### config.mk
export PLATFORM = sky130hd
export DESIGN_NAME = usb_pll_supervisor
export DESIGN_NICKNAME = d
export VERILOG_FILES = /design/src/rtl/usb_pll_pkg.sv /design/src/rtl/usb_sync2.sv /design/src/rtl/usb_pll_supervisor.sv
export SDC_FILE = /design/constraint.sdc
export NUM_CORES = 1
export LEC_CHECK = 0
export ABC_AREA = 1
export BUFFER_PORTS_ARGS = -buffer_cell sky130_fd_sc_hd__buf_2
export CAP_MARGIN = 15
export CORE_MARGIN = 8
export CORE_UTILIZATION = 45
export DETAILED_ROUTE_END_ITERATION = 8
export GPL_TIMING_DRIVEN = 1
export PLACE_DENSITY_LB_ADDON = 0.2
export SLEW_MARGIN = 20
export SYNTH_ARGS = -nofsm -noshare
export SYNTH_HDL_FRONTEND = slang
export SYNTH_HIERARCHICAL = 1
export SYNTH_SLANG_ARGS = --single-unit
### constraint.sdc
create_clock -name i_clk -period 2.5 [get_ports i_clk]
set_input_delay 0.125 -clock i_clk [delete_from_list [all_inputs] [get_ports i_clk]]
set_output_delay 0.125 -clock i_clk [all_outputs]
set_load 0.1 [all_outputs]
### src/rtl/usb_pll_pkg.sv
// usb_pll_pkg: shared state encoding, counter-width helpers and reset values for the USB PLL supervisor.
package usb_pll_pkg;

    typedef enum logic [2:0] {PRST, WAIT, STAB, REL, RUN, FAIL} state_t;

    function automatic int cnt_w(input int n);
        return (n < 1) ? 1 : $clog2(n + 1);
    endfunction

    function automatic int imax(input int a, input int b);
        return (a > b) ? a : b;
    endfunction

    localparam logic       RST_PLL_RESET = 1'b1;
    localparam logic       RST_LOCKED    = 1'b0;
    localparam logic       RST_FAIL      = 1'b0;
    localparam logic [7:0] LOST_SAT      = 8'hFF;

endpackage

### src/rtl/usb_sync2.sv
// usb_sync2: two-flop synchroniser with rising/falling edge detect on the synchronised level.
module usb_sync2 (
    input  logic i_clk,
    input  logic i_rst_n,
    input  logic i_d,
    output logic o_q,
    output logic o_rise,
    output logic o_fall
);

    logic r_s1, r_s2, r_s3;

    always_ff @(posedge i_clk) begin
        if (!i_rst_n) {r_s1, r_s2, r_s3} <= '0;
        else {r_s1, r_s2, r_s3} <= {i_d, r_s1, r_s2};
    end

    assign o_q    = r_s2;
    assign o_rise = r_s2 & ~r_s3;
    assign o_fall = ~r_s2 & r_s3;

endmodule

### src/rtl/usb_pll_supervisor.sv
// usb_pll_supervisor: USB PLL lock supervisor and staggered domain reset sequencer.
// Optional output-frequency check enabled by USB_PLL_SUPERVISOR_FREQ_CHK_EN.
module usb_pll_supervisor
    import usb_pll_pkg::*;
#(
    parameter int PLL_RST_CYC      = 16,
    parameter int LOCK_TIMEOUT_CYC = 24000,
    parameter int LOCK_STABLE_CYC  = 240,
    parameter int NUM_DOM          = 2,
    parameter int STAGGER_CYC      = 8,
    parameter int MAX_RETRY        = 7
`ifdef USB_PLL_SUPERVISOR_FREQ_CHK_EN
  , parameter int FREQ_WIN_CYC     = 1024,
    parameter int FREQ_MIN         = 1,
    parameter int FREQ_MAX         = FREQ_WIN_CYC
`endif
) (
    input  logic               i_clk,
    input  logic               i_rst_n,
    input  logic               i_pll_lock,
    input  logic               i_relock_req,
`ifdef USB_PLL_SUPERVISOR_FREQ_CHK_EN
    input  logic               i_pll_tick,
`endif
    output logic               o_pll_reset,
    output logic [NUM_DOM-1:0] o_dom_rst_n,
    output logic               o_locked,
    output logic               o_fail,
    output logic [3:0]         o_retry_cnt,
    output logic [7:0]         o_lost_cnt
);

    localparam int REL_CYC = (NUM_DOM - 1) * STAGGER_CYC;
    localparam int TW      = cnt_w(imax(imax(PLL_RST_CYC, LOCK_TIMEOUT_CYC), imax(LOCK_STABLE_CYC, REL_CYC)));
    localparam int RW      = cnt_w(MAX_RETRY);

    state_t             r_state;
    logic [TW-1:0]      r_timer;
    logic [RW-1:0]      r_retry;
    logic [7:0]         r_lost;
    logic [NUM_DOM-1:0] r_dom;
    logic               r_pll_reset, r_locked, r_fail;
    logic               w_lock_s, w_lock_ok, w_unused_lock_rise, w_unused_lock_fall;
    logic [TW:0]        w_rel_c;
    logic [NUM_DOM-1:0] w_dom_rel;

    usb_sync2 u_lock_sync (
        .i_clk   (i_clk),
        .i_rst_n (i_rst_n),
        .i_d     (i_pll_lock),
        .o_q     (w_lock_s),
        .o_rise  (w_unused_lock_rise),
        .o_fall  (w_unused_lock_fall)
    );

`ifdef USB_PLL_SUPERVISOR_FREQ_CHK_EN
    localparam int FW = cnt_w(FREQ_WIN_CYC);
    logic          w_unused_tick_q, w_tick_rise, w_tick_fall, w_in_chk, w_win_end, w_freq_bad;
    logic [FW-1:0] r_win, r_edges, w_edges_now;

    usb_sync2 u_tick_sync (
        .i_clk   (i_clk),
        .i_rst_n (i_rst_n),
        .i_d     (i_pll_tick),
        .o_q     (w_unused_tick_q),
        .o_rise  (w_tick_rise),
        .o_fall  (w_tick_fall)
    );

    assign w_in_chk    = r_state inside {STAB, REL, RUN};
    assign w_win_end   = r_win == FW'(FREQ_WIN_CYC - 1);
    assign w_edges_now = r_edges + FW'(w_tick_rise | w_tick_fall);
    assign w_freq_bad  = w_in_chk && w_win_end && (w_edges_now < FW'(FREQ_MIN) || w_edges_now > FW'(FREQ_MAX));

    always_ff @(posedge i_clk) begin
        if (!i_rst_n || !w_in_chk || w_win_end) begin
            r_win   <= '0;
            r_edges <= '0;
        end else begin
            r_win   <= r_win + 1'b1;
            r_edges <= w_edges_now;
        end
    end

    // An out-of-range window is indistinguishable from a dropped lock downstream.
    assign w_lock_ok = w_lock_s & ~w_freq_bad;
`else
    assign w_lock_ok = w_lock_s;
`endif

    // Release mask for the cycle after this edge: domain i is free once i*STAGGER_CYC REL cycles have passed.
    assign w_rel_c = (r_state == REL) ? {1'b0, r_timer} + 1'b1 : '0;

    always_comb begin
        w_dom_rel = '0;
        for (int i = 0; i < NUM_DOM; i++) w_dom_rel[i] = w_rel_c >= (TW + 1)'(i * STAGGER_CYC);
    end

    always_ff @(posedge i_clk) begin
        if (!i_rst_n) begin
            r_state     <= PRST;
            r_timer     <= '0;
            r_pll_reset <= RST_PLL_RESET;
            r_dom       <= '0;
            r_locked    <= RST_LOCKED;
            r_fail      <= RST_FAIL;
            r_retry     <= '0;
            r_lost      <= '0;
        end else if (i_relock_req && r_state != PRST) begin
            r_state     <= PRST;
            r_timer     <= '0;
            r_pll_reset <= 1'b1;
            r_dom       <= '0;
            r_locked    <= 1'b0;
            r_fail      <= 1'b0;
            r_retry     <= '0;
        end else if (!w_lock_ok && (r_state == REL || r_state == RUN)) begin
            r_state     <= PRST;
            r_timer     <= '0;
            r_pll_reset <= 1'b1;
            r_dom       <= '0;
            r_locked    <= 1'b0;
            r_lost      <= r_lost + {7'd0, r_lost != LOST_SAT};
        end else begin
            case (r_state)
                PRST: begin
                    r_timer <= r_timer + 1'b1;
                    if (r_timer == TW'(PLL_RST_CYC - 1)) begin
                        r_state     <= WAIT;
                        r_timer     <= '0;
                        r_pll_reset <= 1'b0;
                    end
                end
                WAIT: begin
                    r_timer <= r_timer + 1'b1;
                    if (w_lock_ok) begin
                        r_state <= STAB;
                        r_timer <= '0;
                    end else if (r_timer == TW'(LOCK_TIMEOUT_CYC - 1)) begin
                        r_timer     <= '0;
                        r_pll_reset <= 1'b1;
                        r_retry     <= r_retry + 1'b1;
                        r_state     <= (r_retry + 1'b1 == RW'(MAX_RETRY)) ? FAIL : PRST;
                        r_fail      <= r_retry + 1'b1 == RW'(MAX_RETRY);
                    end
                end
                STAB: begin
                    r_timer <= r_timer + 1'b1;
                    if (!w_lock_ok) begin
                        r_state <= WAIT;
                        r_timer <= '0;
                    end else if (r_timer == TW'(LOCK_STABLE_CYC - 1)) begin
                        r_state <= REL;
                        r_timer <= '0;
                        r_dom   <= w_dom_rel;
                    end
                end
                REL: begin
                    r_timer <= r_timer + 1'b1;
                    r_dom   <= w_dom_rel;
                    if (r_timer == TW'(REL_CYC)) begin
                        r_state  <= RUN;
                        r_timer  <= '0;
                        r_locked <= 1'b1;
                        r_retry  <= '0;
                    end
                end
                default: r_timer <= '0;
            endcase
        end
    end

    assign o_pll_reset = r_pll_reset;
    assign o_dom_rst_n = r_dom;
    assign o_locked    = r_locked;
    assign o_fail      = r_fail;
    assign o_retry_cnt = 4'(r_retry);
    assign o_lost_cnt  = r_lost;

endmodule
Yosys cells after proc, flatten, opt, wreduce, memory -nomap -nowiden
Index checks and enable logic that the tools add are counted.
{"block": "word_totals", "out_inout_bits": 17, "regBits": 36}
{"block": "op_classes", "n_bitwise": 4, "reduce_logical": 19, "magnitude_cmp": 2, "n_mux": 27, "add_sub_neg": 4, "n_eq_ne": 18}
{"operator": "$mux W15", "n": 6}
{"operator": "$pmux W15 S4", "n": 1}
{"operator": "$eq A15 B4 Y1 const B", "n": 2}
{"operator": "$mux W3", "n": 10}
{"operator": "$add A15 B1 Y16 const B", "n": 1}
{"operator": "$ge A16 B1 Y1 const B", "n": 1}
{"operator": "$ge A16 B4 Y1 const B", "n": 1}
{"operator": "$mux W16", "n": 1}
{"operator": "$add A15 B1 Y15 const B", "n": 1}
{"operator": "$eq A15 B15 Y1 const B", "n": 1}
{"operator": "$eq A15 B8 Y1 const B", "n": 1}
{"operator": "$pmux W3 S4", "n": 1}
{"operator": "$reduce_and A5 Y1", "n": 2}
{"operator": "$add A8 B1 Y8", "n": 1}
{"operator": "$ne A2 B2 Y1 const B", "n": 4}
{"operator": "$ne A8 B8 Y1 const B", "n": 1}
{"operator": "$reduce_and A4 Y1", "n": 2}
{"operator": "$eq A3 B2 Y1 const B", "n": 2}
{"operator": "$eq A3 B3 Y1 const B", "n": 2}
{"operator": "$pmux W3 S2", "n": 1}
{"operator": "$reduce_bool A2 Y1", "n": 3}
{"operator": "$mux W2", "n": 2}
{"operator": "$ne A2 B1 Y1 const B", "n": 2}
{"operator": "$not A1 Y1", "n": 4}
{"operator": "17 further kinds", "n": 21}

Logic depth before layout (Yosys ltp)
Gate-level depths: netlist of run 1.
{"block": "depth", "word_depth": 6, "mapped_depth": 13, "ltp_nobuf": 13}

Hierarchy
Netlist of run 1, hierarchy kept.
{"mod": "usb_pll_supervisor", "cells_per_inst": 323, "n_inst": 1, "area_each_um2": 2030.7, "seq_area_each_um2": 680.7}
{"mod": "usb_sync2", "cells_per_inst": 13, "n_inst": 1, "area_each_um2": 100.1, "seq_area_each_um2": 60.1}

Worst setup path before layout of run 1
No wires, ideal clock.
{"block": "synth_path", "path_type": "flip-flop to flip-flop", "startpoint": "reg r_lost[3], in the netlist o_lost_cnt[3]", "endpoint": "reg r_lost[4], in the netlist o_lost_cnt[4]", "path_buffers": 0, "stages_incl_launch_ff": 11, "period_less_slack_ns": 2.304, "arrival_time_ns": 2.237, "slack_ns": 0.196, "path_cell_list": "dfxtp_1 -> nand2_1 -> nor2_1 -> nand4_1 -> ha_1 -> ha_1 -> inv_1 -> nor2_1 -> nand2_1 -> o21ai_0 -> nor2_1"}
{"block": "synth_between", "elab_chain_len": 2}
{"item": "start, declared", "line_no": "usb_pll_supervisor.sv:40", "source": "logic [7:0] r_lost;"}
{"item": "start signal, assigned", "line_no": "usb_pll_supervisor.sv:123", "source": "r_lost <= r_lost + {7'd0, r_lost != LOST_SAT};"}
{"item": "$ne A8 B8 Y1", "line_no": "usb_pll_supervisor.sv:123"}
{"item": "$add A8 B1 Y8 (*)", "line_no": "usb_pll_supervisor.sv:123"}
Every way passes the cells marked *; elsewhere a longest branch is shown, timed or not.
A chain may end at the register's enable or synchronous reset.

Worst setup path after layout of run 1
{"block": "layout_path", "startpoint": "reg r_timer[0]", "endpoint": "reg r_timer[12]"}
{"block": "layout_between", "elab_chain_len": 4, "word_cells_on_any_way": 12, "classes_between": "add/sub: 1; eq/ne: 4; mux: 7"}
{"item": "start, declared", "line_no": "usb_pll_supervisor.sv:38", "source": "logic [TW-1:0] r_timer;"}
{"item": "start signal, assigned", "line_no": "usb_pll_supervisor.sv:127", "source": "r_timer <= r_timer + 1'b1;"}
{"item": "start signal, assigned", "line_no": "usb_pll_supervisor.sv:135", "source": "r_timer <= r_timer + 1'b1;"}
{"item": "start signal, assigned", "line_no": "usb_pll_supervisor.sv:148", "source": "r_timer <= r_timer + 1'b1;"}
{"item": "$add A15 B1 Y15 (tied with other cells)"}
{"item": "$mux W15 (on tied branches)", "line_no": "usb_pll_supervisor.sv:152, usb_pll_supervisor.sv:139"}
{"item": "$mux W15 (on tied branches)", "line_no": "usb_pll_supervisor.sv:149, usb_pll_supervisor.sv:136"}
{"item": "$pmux W15 S4 (*)", "line_no": "usb_pll_supervisor.sv:125", "source": "case (r_state)"}
Marked as above.

==> results of run 1 <==
[worst min-delay path, cell delays in order]
cell     delay (ns)
buf_2          0.07
nand2_1        0.04
inv_1          0.04
[power groups by stage]
stage / Clock, mW / Combinational (mW) / Sequential, mW
final: 0.432 / 0.553 / 0.667
after global routing: 0.466 / 0.635 / 0.675
after CTS: 0.445 / 0.558 / 0.668
after detailed placement: 0 / 0.553 / 0.681
after global placement: 0 / 0.553 / 0.680
after floorplan: 0 / 0.369 / 0.776
[per-stage QoR]
stage | total power, mW | hold slack, ns | utilization (%) | area, um2 | instances
detailed placement | 1.23 | 0.312 | 50.3 | 2220 | 396
floorplan | 1.15 | 0.218 | - | 2090 | 329
global placement | 1.23 | 0.309 | 50.3 | 2220 | 396
finish | 1.65 | 0.0155 | 52.3 | 2310 | 404
global route | 1.78 | 0.0175 | 52.3 | 2310 | 404
CTS | 1.67 | 0.00925 | 52.3 | 2310 | 404
[registers in the layout (all words and copies together), names as in the netlist]
name              cells
o_lost_cnt            8
o_pll_reset           1
r_retry               3
o_dom_rst_n           2
o_fail                1
u_lock_sync/r_s1      1
r_timer              15
o_locked              1
r_state               3
u_lock_sync/o_q       1
[metal layers]
layer	vias up	share of wire (%)	global-route usage, %
met5	-	0	0
met4	0	1.1	4.55
met3	6	4.4	3.81
met2	38	43	22.3
met1	899	52	17.3
li1	1091	-	-
[area by class of cell]
class | count | area (um2)
Clock buffer | 8 | 90.1
Fill cell | 437 | 2100
Sequential cell | 36 | 721
Multi-Input combinational cell | 248 | 1180
Tap cell | 52 | 65.1
Timing Repair Buffer | 20 | 103
Inverter | 40 | 150
[how the worst min path moves through the flow]
stage | startpoint | end
final | i_pll_lock | u_lock_sync/r_s1
after CTS | i_pll_lock | u_lock_sync/r_s1
after global placement | i_pll_lock | u_lock_sync/r_s1
after floorplan | i_rst_n | u_lock_sync/o_q
after global routing | i_pll_lock | u_lock_sync/r_s1
after detailed placement | i_pll_lock | u_lock_sync/r_s1
==> results by group, run 1 <==
Pwr
  – Lkg Pwr: between 1 and 1.5 nW
  – Pwr dens: 715 nW/um2
  – Sequential share of power: 40.4%
  – Internal power: 0.986 mW
  – Sw Ratio: 40.3%
  – Combinational share of power: about a third
  – VDD IR-drop max: between 0.0005 and 0.0006 V
  – Psw: about 0.67 mW
  – Clock power share: 26.2%

Global route
  – First-pass GRT wire length: 8.26 mm
  – Antenna violations before repair: 0
  – Vias in the first global route: just under 2,000
  – Largest net degree at the start of global routing: 20
  – GRT overflow: 0
  – Tot GR Track Use: 13.9%

Critical path
  – Crit path to: r_timer[12]
  – Worst-path fanout max: 13
  – Crit Path Class: flip-flop to flip-flop
  – Crit-path cells: ha_1 -> nand2_2 -> nor2_4 -> inv_2 -> nor2_1 -> nand2_1 -> nand2_1 -> nand2_1 -> nor2_2 -> inv_2 -> nand3_2 -> nor2_1
  – CP Launch Point: r_timer[0]
  – Reg2reg end: r_timer[12]
  – Crit Reg-Reg Startpoint: r_timer[0]
  – Worst EP arrival: 2.04 ns
  – Crit end category: flip-flop
  – CP startpoint kind: flip-flop
  – Crit-path leading delay family: simple AND/OR/NAND/NOR gates
  – R2r setup slk: roughly 0.63 ns
  – Cell mode on critical path: nand2_1
  – Critical Path RT: between 2 and 3 ns
  – Max stage delay cell, worst path: dfxtp_1
  – Worst path bufs/invs: 2
  – Max incr delay on CP: 0.38 ns
  – Levels on crit path: 12
  – R2R depth: 12

Synthesis
  – Post-Syn Nets: 339
  – Mapped Area: 2090 um2
  – Mapped Avg Cell Area: 6.34 um2
  – Mapped Cells: 329
  – Total number of yosys warnings: 6

Placed design
  – IO Port Bufs: 19
  – Gpl congestion: roughly 0.89
  – DP Worst Slack: 0.633 ns
  – Post-DP HPWL: 3.60 mm

Timing
  – Final setup vio count: 0
  – Worst-case clock skew: 0.00701 ns
  – Setup ws final: about 0.63 ns
  – Fin crit share: between 70% and 80%
  – Final critical-path required period: about 1.9 ns
  – RSZ-0062 raised after global routing: false
  – Max Clk Rate: 535 MHz
  – Hold Violations, Final: 0
  – Total negative setup slack: 0 ns
  – Pins Over Slew Limit: 0

Floorplan
  – Die ar.: 7070 um2
  – I/O pin cnt: 21
  – Placeable Area: ~4400 um2
  – Starting Density: between 40% and 50%
  – Die H: 84.1 um
  – Num rows: 24
  – Die X: 84.1 um

Clock tree
  – # Post-CTS Setup Buffers: 0
  – Worst skew pair latency: approximately 0.29 ns
  – Num CTS Buffers: 5
  – Clock Pin Slew Worst Setup and Hold Paths: 0.08 ns
  – Clk sinks: 36
  – Post_cts resized: 0
  – CTS Buffer Depth: 2
  – CTS tree: yes
  – Hold buffers post-CTS: 0
  – H-Tree Level Count: 2
  – Root Driver: clkbuf_8

Routing
  – Drt pass-1 iters: 4
  – Via count: 2,034
  – Detail Route Antenna Nets: 0
  – DRT Wirelength: 4.68 mm
  – # DRC: 0
  – Initial drt markers: 137
  – Routed vias/inst: 5.03
  – Per-cell routed wire length: ~12 um

Layout
  – Commonest cells after routing, fill and taps aside: nand2_1 (82), nor2_1 (71), inv_1 (37)
  – Commonest non-fill, non-tap cell in the layout: nand2_1
  – Layout net count: 361
  – Antenna diode count: 0
  – Ratio of cells with drive above 1 in the final layout: between 10% and 20%
  – Syn-to-layout area delta: 10.7%

Run
  – Number of max-cap violations: 0

Hold path
  – HP Class: primary input to flip-flop
  – Hold path cells: 3

Status
  – Outcome: finished, final reports clean
Power figures use the tool's default switching activity.
==> run 2, diff against run 1 <==
==> constraint.sdc (replaced) <==
create_clock -name i_clk -period 1.55 [get_ports i_clk]
set_input_delay 0.0775 -clock i_clk [delete_from_list [all_inputs] [get_ports i_clk]]
set_output_delay 0.0775 -clock i_clk [all_outputs]
set_load 0.1 [all_outputs]
==> results by group, run 2 (synthesis results as in run 1) <==
Critical path
  – R2R depth: 12 (unchanged)
  – Crit path to: r_state[0]
  – Worst-path fanout max: 6 (-7)
  – Crit Reg-Reg Startpoint: r_timer[5]
  – Critical Path RT: 1.74 ns (-0.93 ns)
  – Max incr delay on CP: 0.37 ns (about the same)
  – Levels on crit path: 12 (unchanged)
  – R2r setup slk: -0.16 ns (-0.79 ns)
  – CP Launch Point: r_timer[5]
  – Reg2reg end: r_state[0]
  – Worst EP arrival: 1.90 ns (-0.14 ns)
  – Crit Path Class: flip-flop to flip-flop
  – Crit-path cells: buf_4 -> nor2_2 -> nand3_2 -> nor2_1 -> nand2_1 -> nand2_2 -> nand2_1 -> nor2_4 -> inv_2 -> buf_6 -> o21ai_2 -> nor2_1
  – Max stage delay cell, worst path: dfxtp_4
  – Crit-path leading delay family: simple AND/OR/NAND/NOR gates
  – Crit end category: flip-flop
  – Worst path bufs/invs: 3 (+1)
  – CP startpoint kind: flip-flop

Run
  – Number of max-cap violations: 0 (unchanged)

Clock tree
  – Worst skew pair latency: 0.31 ns (+0.02 ns)
  – Clk sinks: 36 (unchanged)
  – Num CTS Buffers: 5 (unchanged)
  – CTS Buffer Depth: 2 (unchanged)
  – Clock Pin Slew Worst Setup and Hold Paths: 0.08 ns (about the same)
  – Root Driver: clkbuf_8
  – H-Tree Level Count: 2 (unchanged)
  – CTS tree: yes

Placed design
  – Cell Area, Placed: 2750 um2 (+24%)
  – Placed cell count: 450 (+14%)
  – IO Port Bufs: 19 (unchanged)
  – Gpl congestion: 0.866 (-2.6%)
  – Post-DP HPWL: 4.20 mm (+17%)

Layout
  – Max reg flops: 15 (unchanged)
  – Antenna diode count: 0 (unchanged)
  – Layout net count: 424 (+17%)
  – Post-route cell area: 3150 um2 (+36%)
  – Largest Register: r_timer
  – Commonest non-fill, non-tap cell in the layout: nand2_1
  – Syn-to-layout area delta: 50.8%
  – Commonest cells after routing, fill and taps aside: nand2_1 (73), buf_4 (58), nor2_1 (45)
  – Ratio of cells with drive above 1 in the final layout: 42.7% (+32 points)
  – Final Non-Filler Cells: 467 (+16%)

Routing
  – DRT Wirelength: 6.25 mm (+34%)
  – Top layer in use: met4
  – DR WL met2: 3.32 mm (+67%)
  – Drt pass-1 iters: 4 (unchanged)
  – Routed vias/inst: 5.07 (+0.72%)
  – Metal1 wirelength: 2.59 mm (+6.8%)
  – Per-cell routed wire length: 13.4 um (+16%)
  – Detail Route Antenna Nets: 0 (unchanged)
  – Met3 wire len: 249 um (+21%)
  – # DRC: 0 (unchanged)
  – Initial drt markers: 149 (+8.8%)
  – Via count: 2,368 (+16%)

Timing
  – Pins Over Slew Limit: 0 (unchanged)
  – Max Clk Rate: 586 MHz (+9.5%)
  – Final setup vio count: 22 (+22)
  – Setup ws final: -0.155 ns (-0.787 ns)
  – Fin crit share: 110% (+35 points)
  – RSZ-0062 raised after global routing: true
  – Final critical-path required period: 1.71 ns (-0.163 ns)
  – Worst-case clock skew: 0.0139 ns (+0.00689 ns)
  – Hold Violations, Final: 0 (unchanged)

Floorplan
  – Starting Density: 47.3% (unchanged)
  – Die ar.: 7070 um2 (unchanged)
  – Die X: 84.1 um (unchanged)
  – Die H: 84.1 um (unchanged)
  – I/O pin cnt: 21 (unchanged)
  – Num rows: 24 (unchanged)
  – Placeable Area: 4410 um2 (unchanged)

Pwr
  – Pwr dens: 1110 nW/um2 (+56%)
  – Lkg Pwr: 1.43 nW (+37%)
  – VDD IR-drop max: 0.00112 V (+110%)

Global route
  – Antenna violations before repair: 0 (unchanged)
  – Largest net degree at the start of global routing: 14 (-30%)
  – GRT overflow: 0 (unchanged)
  – First-pass GRT wire length: 9.77 mm (+18%)
  – Tot GR Track Use: 16.3% (+2.5 points)
  – Vias in the first global route: 2,291 (+19%)

Status
  – Outcome: complete, but fails checks
  – Failing checks: negative setup slack

Hold path
  – HP Class: primary input to flip-flop
## run 2: cell types whose count changed in the layout (fill, tap and decap cells not counted), sizes merged
| cell | before | now |
|---|---|---|
| dlygate4sd3 | 0 | 1 |
| clkinv | 0 | 1 |
| buf | 20 | 81 |
## run 2: final cells by class
type	instances	area [um2]
clock buffer	7	76.3
clock inverter	1	3.75
fill	352	1270
inverter	40	150
multi-input combinational	248	1450
sequential	36	774
tap	52	65.1
timing repair buffer	83	628
## run 2: worst min-delay path by stage
stage / startpoint / end / depth (start not counted) / slack (ns)
detailed placement: i_pll_lock / u_lock_sync/r_s1 / 3 / 0.29
global route: i_rst_n / o_lost_cnt[3] / 3 / 0.09
floorplan: i_rst_n / u_lock_sync/o_q / 2 / 0.17
finish: i_rst_n / o_lost_cnt[3] / 3 / 0.08
global placement: i_pll_lock / u_lock_sync/r_s1 / 3 / 0.26
CTS: i_rst_n / u_lock_sync/o_q / 3 / 0.08
## run 2: per-layer routing
metal | GRT usage (%) | vias to the layer above
li1 | - | 1217
met1 | 18.2 | 1088
met2 | 29.2 | 55
met3 | 4.00 | 8
met4 | 5.34 | 0
met5 | 0 | -
## run 2: tightest hold or removal path: cells and delay by family
| family | cells | cell delay [ns] |
|---|---|---|
| buf+inv | 1 | 0.16 |
| compound gates | 2 | 0.11 |
## run 2: timing repair
action,4_1_cts,5_1_grt
buffers inserted,3,4
resized for setup,20,53
setup endpoints to repair,25,32
hold buffers,1,0
endpoints found under the hold margin,1,0
cloned,0,1
pin swaps,9,11
## run 2: report_power, final
group | switching, mW | total, mW | internal [mW]
combinational | 1.01 | 1.75 | 0.734
sequential | 0.0885 | 1.09 | 1.01
clock | 0.354 | 0.667 | 0.313
total | 1.45 | 3.51 | 2.05
## run 2: per-stage QoR
step	TNS (ns)	power (mW)	setup slack (ns)	util, %	hold slack (ns)
2_1_floorplan	-0.412	1.86	-0.0446	-	0.171
3_3_place_gp	-0.874	2.41	-0.117	62.3	0.260
3_5_place_dp	-1.62	2.42	-0.166	62.3	0.291
4_1_cts	-1.01	3.17	-0.0801	66.4	0.0770
5_1_grt	-5.20	3.69	-0.269	71.3	0.0910
6_report	-2.47	3.51	-0.155	71.3	0.0842
